===== src/rtl/clint_timer_unit.sv =====
// CLINT register block: msip, mtimecmp and free-running mtime with a prescaler,
// behind a single-outstanding request/response port.
//
// state  | meaning
// S_IDLE | ready for a request; access is performed on acceptance
// S_RESP | response held on resp_* until resp_ready_i
module clint_timer_unit #(
  parameter int          XLEN      = 64,
  parameter int          TICK_DIV  = 1,
  parameter logic [15:0] BASE_MASK = 16'hFFFF
) (
  input  logic              clk_i,
  input  logic              rst_n_i,
  input  logic              req_valid_i,
  output logic              req_ready_o,
  input  logic              req_write_i,
  input  logic [15:0]       req_addr_i,
  input  logic [XLEN-1:0]   req_wdata_i,
  input  logic [XLEN/8-1:0] req_wstrb_i,
  output logic              resp_valid_o,
  input  logic              resp_ready_i,
  output logic [XLEN-1:0]   resp_rdata_o,
  output logic              resp_err_o,
  output logic              msi_o,
  output logic              mti_o,
  output logic [XLEN-1:0]   mtime_o
);

  localparam int SW = XLEN / 8;
  localparam int PW = (TICK_DIV > 1) ? $clog2(TICK_DIV) : 1;

  typedef enum logic {S_IDLE, S_RESP} state_e;

  state_e          state_q, state_d;
  logic [XLEN-1:0] mtime_q, mtime_d;
  logic [XLEN-1:0] cmp_q, cmp_d;
  logic            msip_q, msip_d;
  logic [PW-1:0]   presc_q, presc_d;
  logic [XLEN-1:0] rdata_q, rdata_d;
  logic            err_q, err_d;
  logic            mti_q, mti_d;

  logic [15:0]     off;
  logic            sel_msip, sel_cmp, sel_mtime, hit, tick;
  logic [XLEN-1:0] rd_val;

  function automatic logic [XLEN-1:0] merge(input logic [XLEN-1:0] old_v,
                                            input logic [XLEN-1:0] new_v,
                                            input logic [SW-1:0]   strb);
    logic [XLEN-1:0] r;
    r = old_v;
    for (int i = 0; i < SW; i++) begin
      if (strb[i]) r[8*i +: 8] = new_v[8*i +: 8];
    end
    return r;
  endfunction

  // Low three offset bits are don't-care: every register is 8-byte aligned.
  assign off       = req_addr_i & BASE_MASK;
  assign sel_msip  = (off & 16'hFFF8) == 16'h0000;
  assign sel_cmp   = (off & 16'hFFF8) == 16'h4000;
  assign sel_mtime = (off & 16'hFFF8) == 16'hBFF8;
  assign hit       = sel_msip | sel_cmp | sel_mtime;
  assign tick      = (presc_q == PW'(TICK_DIV - 1));

  always_comb begin
    rd_val = '0;
    if (sel_msip)  rd_val = {{(XLEN-1){1'b0}}, msip_q};
    if (sel_cmp)   rd_val = cmp_q;
    if (sel_mtime) rd_val = mtime_q;
  end

  always_comb begin
    state_d = state_q;
    rdata_d = rdata_q;
    err_d   = err_q;
    msip_d  = msip_q;
    cmp_d   = cmp_q;
    presc_d = tick ? '0 : presc_q + PW'(1);
    mtime_d = tick ? mtime_q + XLEN'(1) : mtime_q;
    case (state_q)
      S_IDLE: begin
        if (req_valid_i) begin
          state_d = S_RESP;
          err_d   = ~hit;
          rdata_d = req_write_i ? '0 : rd_val;
          if (req_write_i) begin
            if (sel_msip && req_wstrb_i[0]) msip_d = req_wdata_i[0];
            if (sel_cmp)   cmp_d   = merge(cmp_q, req_wdata_i, req_wstrb_i);
            // A bus write to mtime overrides this cycle's increment; prescaler keeps running.
            if (sel_mtime) mtime_d = merge(mtime_q, req_wdata_i, req_wstrb_i);
          end
        end
      end
      S_RESP: begin
        if (resp_ready_i) state_d = S_IDLE;
      end
      default: state_d = S_IDLE;
    endcase
    mti_d = (mtime_d >= cmp_d);
  end

  always_ff @(posedge clk_i or negedge rst_n_i) begin
    if (!rst_n_i) begin
      state_q <= S_IDLE;
      mtime_q <= '0;
      cmp_q   <= '1;
      msip_q  <= 1'b0;
      presc_q <= '0;
      rdata_q <= '0;
      err_q   <= 1'b0;
      mti_q   <= 1'b0;
    end else begin
      state_q <= state_d;
      mtime_q <= mtime_d;
      cmp_q   <= cmp_d;
      msip_q  <= msip_d;
      presc_q <= presc_d;
      rdata_q <= rdata_d;
      err_q   <= err_d;
      mti_q   <= mti_d;
    end
  end

  assign req_ready_o  = (state_q == S_IDLE);
  assign resp_valid_o = (state_q == S_RESP);
  assign resp_rdata_o = rdata_q;
  assign resp_err_o   = err_q;
  assign msi_o        = msip_q;
  assign mti_o        = mti_q;
  assign mtime_o      = mtime_q;

endmodule


===== config.mk =====
export PLATFORM = sky130hd
export DESIGN_NAME = clint_timer_unit
export DESIGN_NICKNAME = d
export VERILOG_FILES = /design/src/rtl/clint_timer_unit.sv
export SDC_FILE = /design/constraint.sdc
export NUM_CORES = 1
export LEC_CHECK = 0
export BUFFER_PORTS_ARGS = -buffer_cell sky130_fd_sc_hd__buf_2
export CELL_PAD_IN_SITES_DETAIL_PLACEMENT = 0
export CELL_PAD_IN_SITES_GLOBAL_PLACEMENT = 1
export CORE_AREA = 2 2 160 162
export DETAILED_ROUTE_END_ITERATION = 16
export DIE_AREA = 0 0 162 164
export GPL_TIMING_DRIVEN = 0
export PLACE_DENSITY = 0.91
export SETUP_SLACK_MARGIN = 0.4
export SYNTH_ARGS = -nofsm -noshare
export SYNTH_HDL_FRONTEND = slang
export SYNTH_SLANG_ARGS = --single-unit

===== constraint.sdc =====
create_clock -name clk_i -period 5.6 [get_ports clk_i]
set_clock_uncertainty 0.05 [all_clocks]
set_input_delay 1.12 -clock clk_i [delete_from_list [all_inputs] [get_ports clk_i]]
set_output_delay 1.12 -clock clk_i [all_outputs]
set_load 0.005 [all_outputs]

### Word-level counts from Yosys, hierarchy flattened

Cells that the tools add are included.

* bits in writable memories: 0
* memory bits (read-only): 0
* bits of input ports: 93
* output and inout bits: 133
* bits in latches: 0
* memories: 0
* register bits after elaboration: 197

* reductions and logical operators: 4
* multipliers: 0
* shifts and indexed selects: 0
* $lt $le $gt $ge: 1
* bitwise operators: 4
* equality and inequality tests: 2
* divide/modulo/power cells: 0
* add/sub/neg operators: 2
* multiplexer cells: 33

Operator list (number)
* $mux 64: 12
* $mux 8: 16
* $add 64x1->64 const B: 1
* $ge 64x64->1: 1
* $logic_not 16->1: 1
* $eq 13x12->1 const B: 1
* $eq 13x13->1 const B: 1
* $mux 1: 4
* $reduce_and 4->1: 1
* $not 1->1: 2
* $or 1x1->1: 2
* $pmux 1 s2: 1
* $reduce_and 2->1: 1
* $add 1x1->1 const B: 1
* $logic_and 1x1->1: 1

### Longest topological paths before layout

Gate-level depths: netlist of run 1.

* word-level depth: 7
* depth in mapped cells: 16
* gate-level depth less buffers: 14

### Worst setup path before layout of run 1

No wires, ideal clock.

* path type: input port to flip-flop
* start: input req_addr_i[14]
* end: register mti_q, in the netlist mti_o
* data required time: 5.408 ns
* library setup time: 0.142 ns
* slack: 1.228 ns
* path buffers: 3
* arrival: 4.180 ns
* stages: 15
* path through: nand2b_1 > or4_1 > clkbuf_1 > nor2_2 > buf_2 > buf_1 > a21oi_1 > a21oi_1 > ha_1 > a21oi_1 > nand2_1 > a221oi_1 > nand3_1 > a2111oi_0 > o21ai_0

* cells in the longest elaborated chain, start to end: 6
* elaborated cells between the ends (all ways): 11

Ends and longest elaborated chain
* start: declaration: RTL line 17 `input logic [15:0] req_addr_i,`
* $eq 13x13->1: RTL line 62 `assign sel_mtime = (off & 16'hFFF8) == 16'hBFF8;`
* $mux 64: RTL line 91 `if (sel_mtime) mtime_d = merge(mtime_q, req_wdata_i, req_wstrb_i);`
* $mux 64: RTL line 87 `if (req_write_i) begin`
* $mux 64: RTL line 83 `if (req_valid_i) begin`
* $mux 64: RTL line 81 `case (state_q)`
* named net mtime_d[46]: RTL line 35 `logic [XLEN-1:0] mtime_q, mtime_d;`
* $ge 64x64->1: RTL line 100 `mti_d = (mtime_d >= cmp_d);`
* named net mti_d: RTL line 41 `logic mti_q, mti_d;`
* end signal: assignment: RTL line 121 `mti_q <= mti_d;`
* end: declaration: RTL line 41

The timed path passes the listed nets, and every way through them passes these cells.
A chain may end at the register's enable or synchronous reset.

### Worst setup path after layout of run 1

* start: input req_valid_i
* end: register mti_q, in the netlist mti_o

* cells in the longest elaborated chain, start to end: 3
* elaborated cells between the ends (all ways): 5

Ends and longest elaborated chain
* start: declaration: RTL line 14 `input logic req_valid_i,`
* $mux 64: RTL line 83
* $mux 64: RTL line 81
* named net mtime_d[42]: RTL line 35
* $ge 64x64->1: RTL line 100
* named net mti_d: RTL line 41

The timed path passes the listed nets, and every way through them passes these cells.

==> results of run 1 <==
==> how the worst max path moves through the flow <==
| stage | start | end | slack [ns] | depth (start not counted) |
|---|---|---|---|---|
| after CTS | req_addr_i[14] | mti_o$_DFF_PN0_ | 0.52 | 16 |
| after floorplan | req_addr_i[14] | mti_o$_DFF_PN0_ | 1.23 | 15 |
| after detailed placement | req_addr_i[14] | mti_o$_DFF_PN0_ | -0.91 | 14 |
| after global placement | req_addr_i[14] | mti_o$_DFF_PN0_ | -1.09 | 14 |
| after global routing | req_valid_i | mti_o$_DFF_PN0_ | 0.45 | 15 |
| final | req_valid_i | mti_o$_DFF_PN0_ | 0.53 | 15 |
==> registers in the layout (all words and copies together), names as in the netlist <==
signal / flops
cmp_q: 64
msi_o: 1
mti_o: 1
mtime_o: 64
resp_err_o: 1
resp_rdata_o: 64
resp_valid_o: 1
==> routing by layer <==
layer	part of all wire	up-vias	track usage	wire, um
met3	0.080	72	0.06111	2943
met5	0.0011	-	0	42
li1	-	4844	-	-
met2	0.46	472	0.4511	17190
met1	0.43	5012	0.3664	15730
met4	0.029	6	0.09413	1066
==> what timing repair did <==
item	in CTS	in global routing
resized for setup	14	3
setup buffers	0	6
endpoints found under the setup margin	1	1
pin swaps	2	2
hold buffers	0	0
==> power groups by stage <==
stage | logic, mW | registers [mW] | clock network (mW)
6_report | 0.288 | 1.48 | 1.30
5_1_grt | 0.323 | 1.49 | 1.38
4_1_cts | 0.290 | 1.48 | 1.32
3_5_place_dp | 0.287 | 1.51 | 0
3_3_place_gp | 0.278 | 1.51 | 0
2_1_floorplan | 0.126 | 1.50 | 0
==> cells by family after synthesis <==
family	count (synthesis)	synth area share
muxes	71	0.06815
and+or+nand+nor	397	0.1723
buffers and inverters	130	0.04521
adders and majority gates	65	0.07383
xor gates and xnor gates	1	0.0007952
AOI/OAI and AO/OA	324	0.1872
DFF	196	0.4525
==> worst reg2reg max path: cells and delay by family (launching register included) <==
kind	cells	cell delay, ns
AOI/OAI and AO/OA	4	1.52
and+or+nand+nor	6	1.35
buffers and inverters	3	0.98
DFF	1	0.40
adders and majority gates	1	0.33
==> cell type report <==
| class | count | area, um^2 | area share |
|---|---|---|---|
| Antenna cell | 2 | 5.005 | 0.0003774 |
| Buffer | 51 | 214.0 | 0.01613 |
| Clock buffer | 21 | 460.4 | 0.03472 |
| Clock inverter | 11 | 147.6 | 0.01113 |
| Inverter | 79 | 296.5 | 0.02236 |
| Multi-Input combinational cell | 858 | 5563 | 0.4194 |
| Sequential cell | 196 | 4985 | 0.3758 |
| Tap cell | 330 | 412.9 | 0.03113 |
| Timing Repair Buffer | 226 | 1179 | 0.08887 |
==> cell usage in the layout (no fill, tap or decap), drive strengths merged, types with 3 or more instances in the layout <==
| master | instances |
|---|---|
| nor2b | 6 |
| bufinv | 3 |
| a21o | 4 |
| a2111oi | 3 |
| a311oi | 4 |
| inv | 82 |
| o221a | 3 |
| nand3 | 45 |
| clkbuf | 61 |
| mux2i | 39 |
| a211oi | 15 |
| dfstp | 64 |
| a22oi | 65 |
| clkinv | 4 |
| nor2 | 68 |
| o21ai | 102 |
| o31ai | 4 |
| o22ai | 13 |
| o32ai | 10 |
| or4 | 5 |
| ha | 65 |
| buf | 237 |
| a31oi | 4 |
| mux2 | 32 |
| dfrtp | 132 |
| or2 | 4 |
| o211ai | 14 |
| nor3 | 26 |
| a21oi | 64 |
| nor4 | 16 |
| and4 | 9 |
| nand2 | 158 |
| nand2b | 5 |
| and3 | 12 |
| nand4 | 28 |
| or3 | 8 |
| and2 | 5 |
==> qor.yml, run 1 <==
portBuffers: 219
synth_area_leaders: "dfrtp_1, dfstp_2, ha_1, nand2_1, o21ai_0"
switching_power_uw: 802.1
clk_path_buf_depth: 2
min_to: "resp_rdata_o[43]$_DFFE_PN0P_"
tightest_slew_ns: 1.189
routabilityCongestion: 0.8974
cts_tree: "yes"
pwr-share-comb: 0.094
cp_common_cell: "clkbuf_2"
placed_area_mm2: 0.01256
rows: 58
dieArea_mm2: 0.02657
clkTransAtPathRegs_ns: 0.07
min_path_type: "register to register"
synth_edf_count: 0
fin_hold_ws_ns: 0.4231
place_ws_ns: -0.9069
cts_buffers: 17
fin_nets: 1587
num_io_pins: 226
netlist_area_mm2: 0.01102
grt_max_degree: 118
drc: 0
reg2reg_setup_slack_ns: 0.79
crit_fanout: 10
p_total_mw: 3.072
dp_hpwl_mm: 28.01
synth_cells: 1184
cts.sinks: 196
synth_area_per_cell_um2: 9.304
path_buf_inv: 4
power.share.clock: 0.423
cp.arrival_ns: 5.28
fin_cells: 1774
end_kind: "register"
h-tree-depth: 4
synthTopCellsByCount: "nand2_1, dfrtp_1, o21ai_0, inv_1, nor2_1"
status: "complete, no violations"
drive_above_1_share: 0.2677
area_growth_pct: 20.40
drv_slew: 0
ys_types: 62
rsz0062_at_grt: "false"
critPathKind: "input pin to register"
drtIter0Drc: 830
netlist.area_leader.share: 0.2999
final.setup.tns_ns: 0
maxCapViolCount: 0
p_leak_nw: 6.299
fin_crit_sh: 0.9050
antenna_found_initial: 5
synth_top_area_cell: "dfrtp_1"
slew_headroom: 0.1869
grt.overflow.total: 0
hp-start: "resp_rdata_o[43]$_DFFE_PN0P_"
grt_pass1_wl_mm: 56.85
finalSetupViolations: 0
required_ns: 5.81
ys_warn_count: 0
first_pass_iters: 5
crit_chain: "buf_2 > nand2b_1 > clkbuf_2 > nor2_2 > nand2_2 > clkbuf_2 > clkbuf_1 > a311oi_1 > ha_1 > nand4_1 > nor2_1 > a221oi_1 > nand3_1 > a2111oi_2 > o21ai_0"
fp.dieH_um: 164
ir_drop_uv: 177.2
rr_startpoint: "resp_valid_o$_DFF_PN0_"
synthFlopType: "dfrtp_1"
hold_viol_final: 0
wl_mm: 36.97
fmax_mhz: 197.3
grtUsageTotal: 0.2767
switching_share: 0.2611
cpPeakStageDelay_ns: 0.52
initial_core_util: 0.4438
async_flop_share: 1.000
die_w_um: 162
grt_pass1_vias: 10290
placedCellCount: 1734
fin_crit_ns: 5.068
vias_per_cell: 5.866
final_cell_area_mm2: 0.01326
ys_seq_area_frac: 0.4525
clk_latency_ns: 0.44
worst_slack_ns: 0.5322
yosysMostFrequentCell: "nand2_1"
final_util: 0.5344
cts-root-buf: "clkbuf_16"
slowest_stage: "a311oi_1"
coreArea_mm2: 0.02482
wl_per_cell_um: 20.84
cp_top_family: "compound AO/OA/AOI/OAI gates"
synthesis.nets: 1342
reg2reg_depth: 14
dr_total_vias: 10410
timing.rr.end: "mti_o$_DFF_PN0_"
ys_seq_elements: 196
ant_nets: 0
p_int_mw: 2.270
power.density_mw_per_mm2: 231.6
seq_power_share: 0.483
hold_depth: 2
num-fill-cells: 2361
crit_path_start_kind: "input pin"
Note: power is estimated with default switching activity, not from simulation.
==> run 2: changes to the inputs <==
--- a/config.mk
+++ b/config.mk
@@ -12,6 +12,7 @@
 export DETAILED_ROUTE_END_ITERATION = 16
 export DIE_AREA = 0 0 162 164
 export GPL_TIMING_DRIVEN = 0
+export MAX_ROUTING_LAYER = met4
 export PLACE_DENSITY = 0.91
 export SETUP_SLACK_MARGIN = 0.4
 export SYNTH_ARGS = -nofsm -noshare
==> run 2 against run 1 <==
  * Global-route usage up 0.64 points
  * Combinational power up 1%
  * Clock power about the same
  * Final area about the same
  * Non-clock buffer count down 2
  * Highest routed layer is now met4
==> qor.yml, run 2 (synthesis gave the netlist of run 1 again) <==
rows: 58  # unchanged
die_w_um: 162  # unchanged
num-fill-cells: 2342  # -0.80%
first_pass_iters: 5  # unchanged
fp.dieH_um: 164  # unchanged
wl_per_cell_um: 20.73  # -0.54%
grt_max_degree: 115  # -2.5%
fin_nets: 1585  # -0.13%
drive_above_1_share: 0.2674  # -0.0003227
place_ws_ns: -1.046  # -0.1393 ns
p_leak_nw: 6.290  # -0.15%
end_kind: "register"
area_growth_pct: 20.34  # about the same
drv_slew: 0  # unchanged
grtUsageTotal: 0.2832  # +0.006428
cts_buffers: 17  # unchanged
grt.overflow.total: 0  # unchanged
switching_power_uw: 827.7  # +3.2%
dr_total_vias: 10510  # +0.99%
multiInputGateArea_mm2: 0.005568  # about the same
p_int_mw: 2.234  # -1.6%
drtIter0Drc: 984  # +19%
dp_hpwl_mm: 27.85  # -0.56%
slew_headroom: 0.09240  # -0.09445
coreArea_mm2: 0.02482  # unchanged
status: "complete, no violations"
pwr-share-comb: 0.095  # about the same
ant_nets: 0  # unchanged
power.density_mw_per_mm2: 231.0  # -0.29%
vias_per_cell: 5.917  # +0.88%
crit_fanout: 10  # unchanged
cts.sinks: 196  # unchanged
cts-root-buf: "clkbuf_16"
worst_slack_ns: 0.4584  # -0.07376 ns
switching_share: 0.2703  # +0.009219
crit_path_start_kind: "input pin"
seq_power_share: 0.485  # +0.002
wl_mm: 36.81  # -0.43%
fmax_mhz: 194.5  # -1.4%
dieArea_mm2: 0.02657  # unchanged
cp.arrival_ns: 5.35  # +0.07 ns
rsz0062_at_grt: "false"
holdBufCountCts: 0  # unchanged
fin_crit_ns: 5.142  # +0.07376 ns
required_ns: 5.81  # about the same
antenna_found_initial: 5  # unchanged
min_path_type: "register to register"
finalSetupViolations: 0  # unchanged
p_total_mw: 3.062  # -0.33%
seqCellArea_mm2: 0.004985  # unchanged
routabilityCongestion: 0.9196  # +2.5%
grt_pass1_wl_mm: 56.17  # -1.2%
fin_crit_sh: 0.9181  # +0.01317
clk_latency_ns: 0.44  # about the same
clk_path_buf_depth: 2  # unchanged
final_util: 0.5341  # about the same
final_common_cell: "buf_2"
h-tree-depth: 4  # unchanged
num_io_pins: 226  # unchanged
drc: 0  # unchanged
ir_drop_uv: 153.9  # -13%
clkTransAtPathRegs_ns: 0.08  # about the same
critPathKind: "input pin to register"
cts_tree: "yes"
grt_pass1_vias: 10150  # -1.4%
portBuffers: 219  # unchanged
maxCapViolCount: 0  # unchanged
power.share.clock: 0.420  # -0.003
layout_common_cells: "buf_2, nand2_1, dfrtp_1"
tightest_slew_ns: 1.327  # +0.1381 ns
hold_viol_final: 0  # unchanged
initial_core_util: 0.4438  # unchanged
-- run 2: through the flow --
step	hold slack, ns	instance area [um^2]	setup TNS [ns]	instances
2_1_floorplan	0.4226	11020	0	1184
3_3_place_gp	0.4074	12520	-1.077	1733
3_5_place_dp	0.4159	12560	-1.046	1734
4_1_cts	0.4322	13200	0	1766
5_1_grt	0.4458	13250	0	1775
6_report	0.4240	13260	0	1776
-- run 2: worst max-delay path: stages --
cell	delay, ns
buf_2	0.10
nand4_1	0.16
nor4_4	0.64
nand2_2	0.37
clkbuf_2	0.36
clkbuf_2	0.32
a31o_2	0.33
ha_1	0.31
a21oi_1	0.14
o21ai_0	0.13
a221oi_1	0.36
nand3_1	0.21
a2111oi_2	0.50
o21ai_0	0.29
-- run 2: metal layers --
layer	share of wire	global-route usage	vias up
met5	0	-	-
met4	0.032	0.1114	0
met3	0.079	0.04949	79
met2	0.46	0.4397	502
met1	0.43	0.3713	5082
li1	-	-	4846
-- run 2: final timing paths --
check | slack [ns] | to | depth (start not counted) | start
max reg2reg | 0.82 | mti_o$_DFF_PN0_ | 14 | resp_valid_o$_DFF_PN0_
min reg2reg | 0.42 | resp_rdata_o[41]$_DFFE_PN0P_ | 2 | resp_rdata_o[41]$_DFFE_PN0P_
max in group asynchronous | 3.87 | mtime_o[25]$_DFF_PN0_ | 2 | rst_n_i
min in group asynchronous | 0.61 | resp_rdata_o[45]$_DFFE_PN0P_ | 1 | rst_n_i
max | 0.46 | mti_o$_DFF_PN0_ | 14 | req_addr_i[8]
min | 0.42 | resp_rdata_o[41]$_DFFE_PN0P_ | 2 | resp_rdata_o[41]$_DFFE_PN0P_
-- run 2: power groups by stage --
| stage | logic (mW) | clock network, mW | registers (mW) |
|---|---|---|---|
| after floorplan | 0.126 | 0 | 1.50 |
| after detailed placement | 0.290 | 0 | 1.51 |
| final | 0.292 | 1.29 | 1.48 |
| after CTS | 0.292 | 1.30 | 1.48 |
| after global routing | 0.326 | 1.36 | 1.49 |
| after global placement | 0.282 | 0 | 1.51 |
-- run 2: area by class of cell --
cell class	instances	area share
antenna	6	0.001133
buffer	51	0.01614
clock buffer	20	0.03445
clock inverter	12	0.01095
inverter	79	0.02237
multi-input combinational	858	0.4200
sequential	196	0.3760
tap	330	0.03115
timing repair buffer	224	0.08778
-- run 2: repair_timing --
action / CTS / global route
setup endpoints to repair: 1 / 1
resized for setup: 12 / 8
pin swaps: 2 / 2
setup buffers: 0 / 4
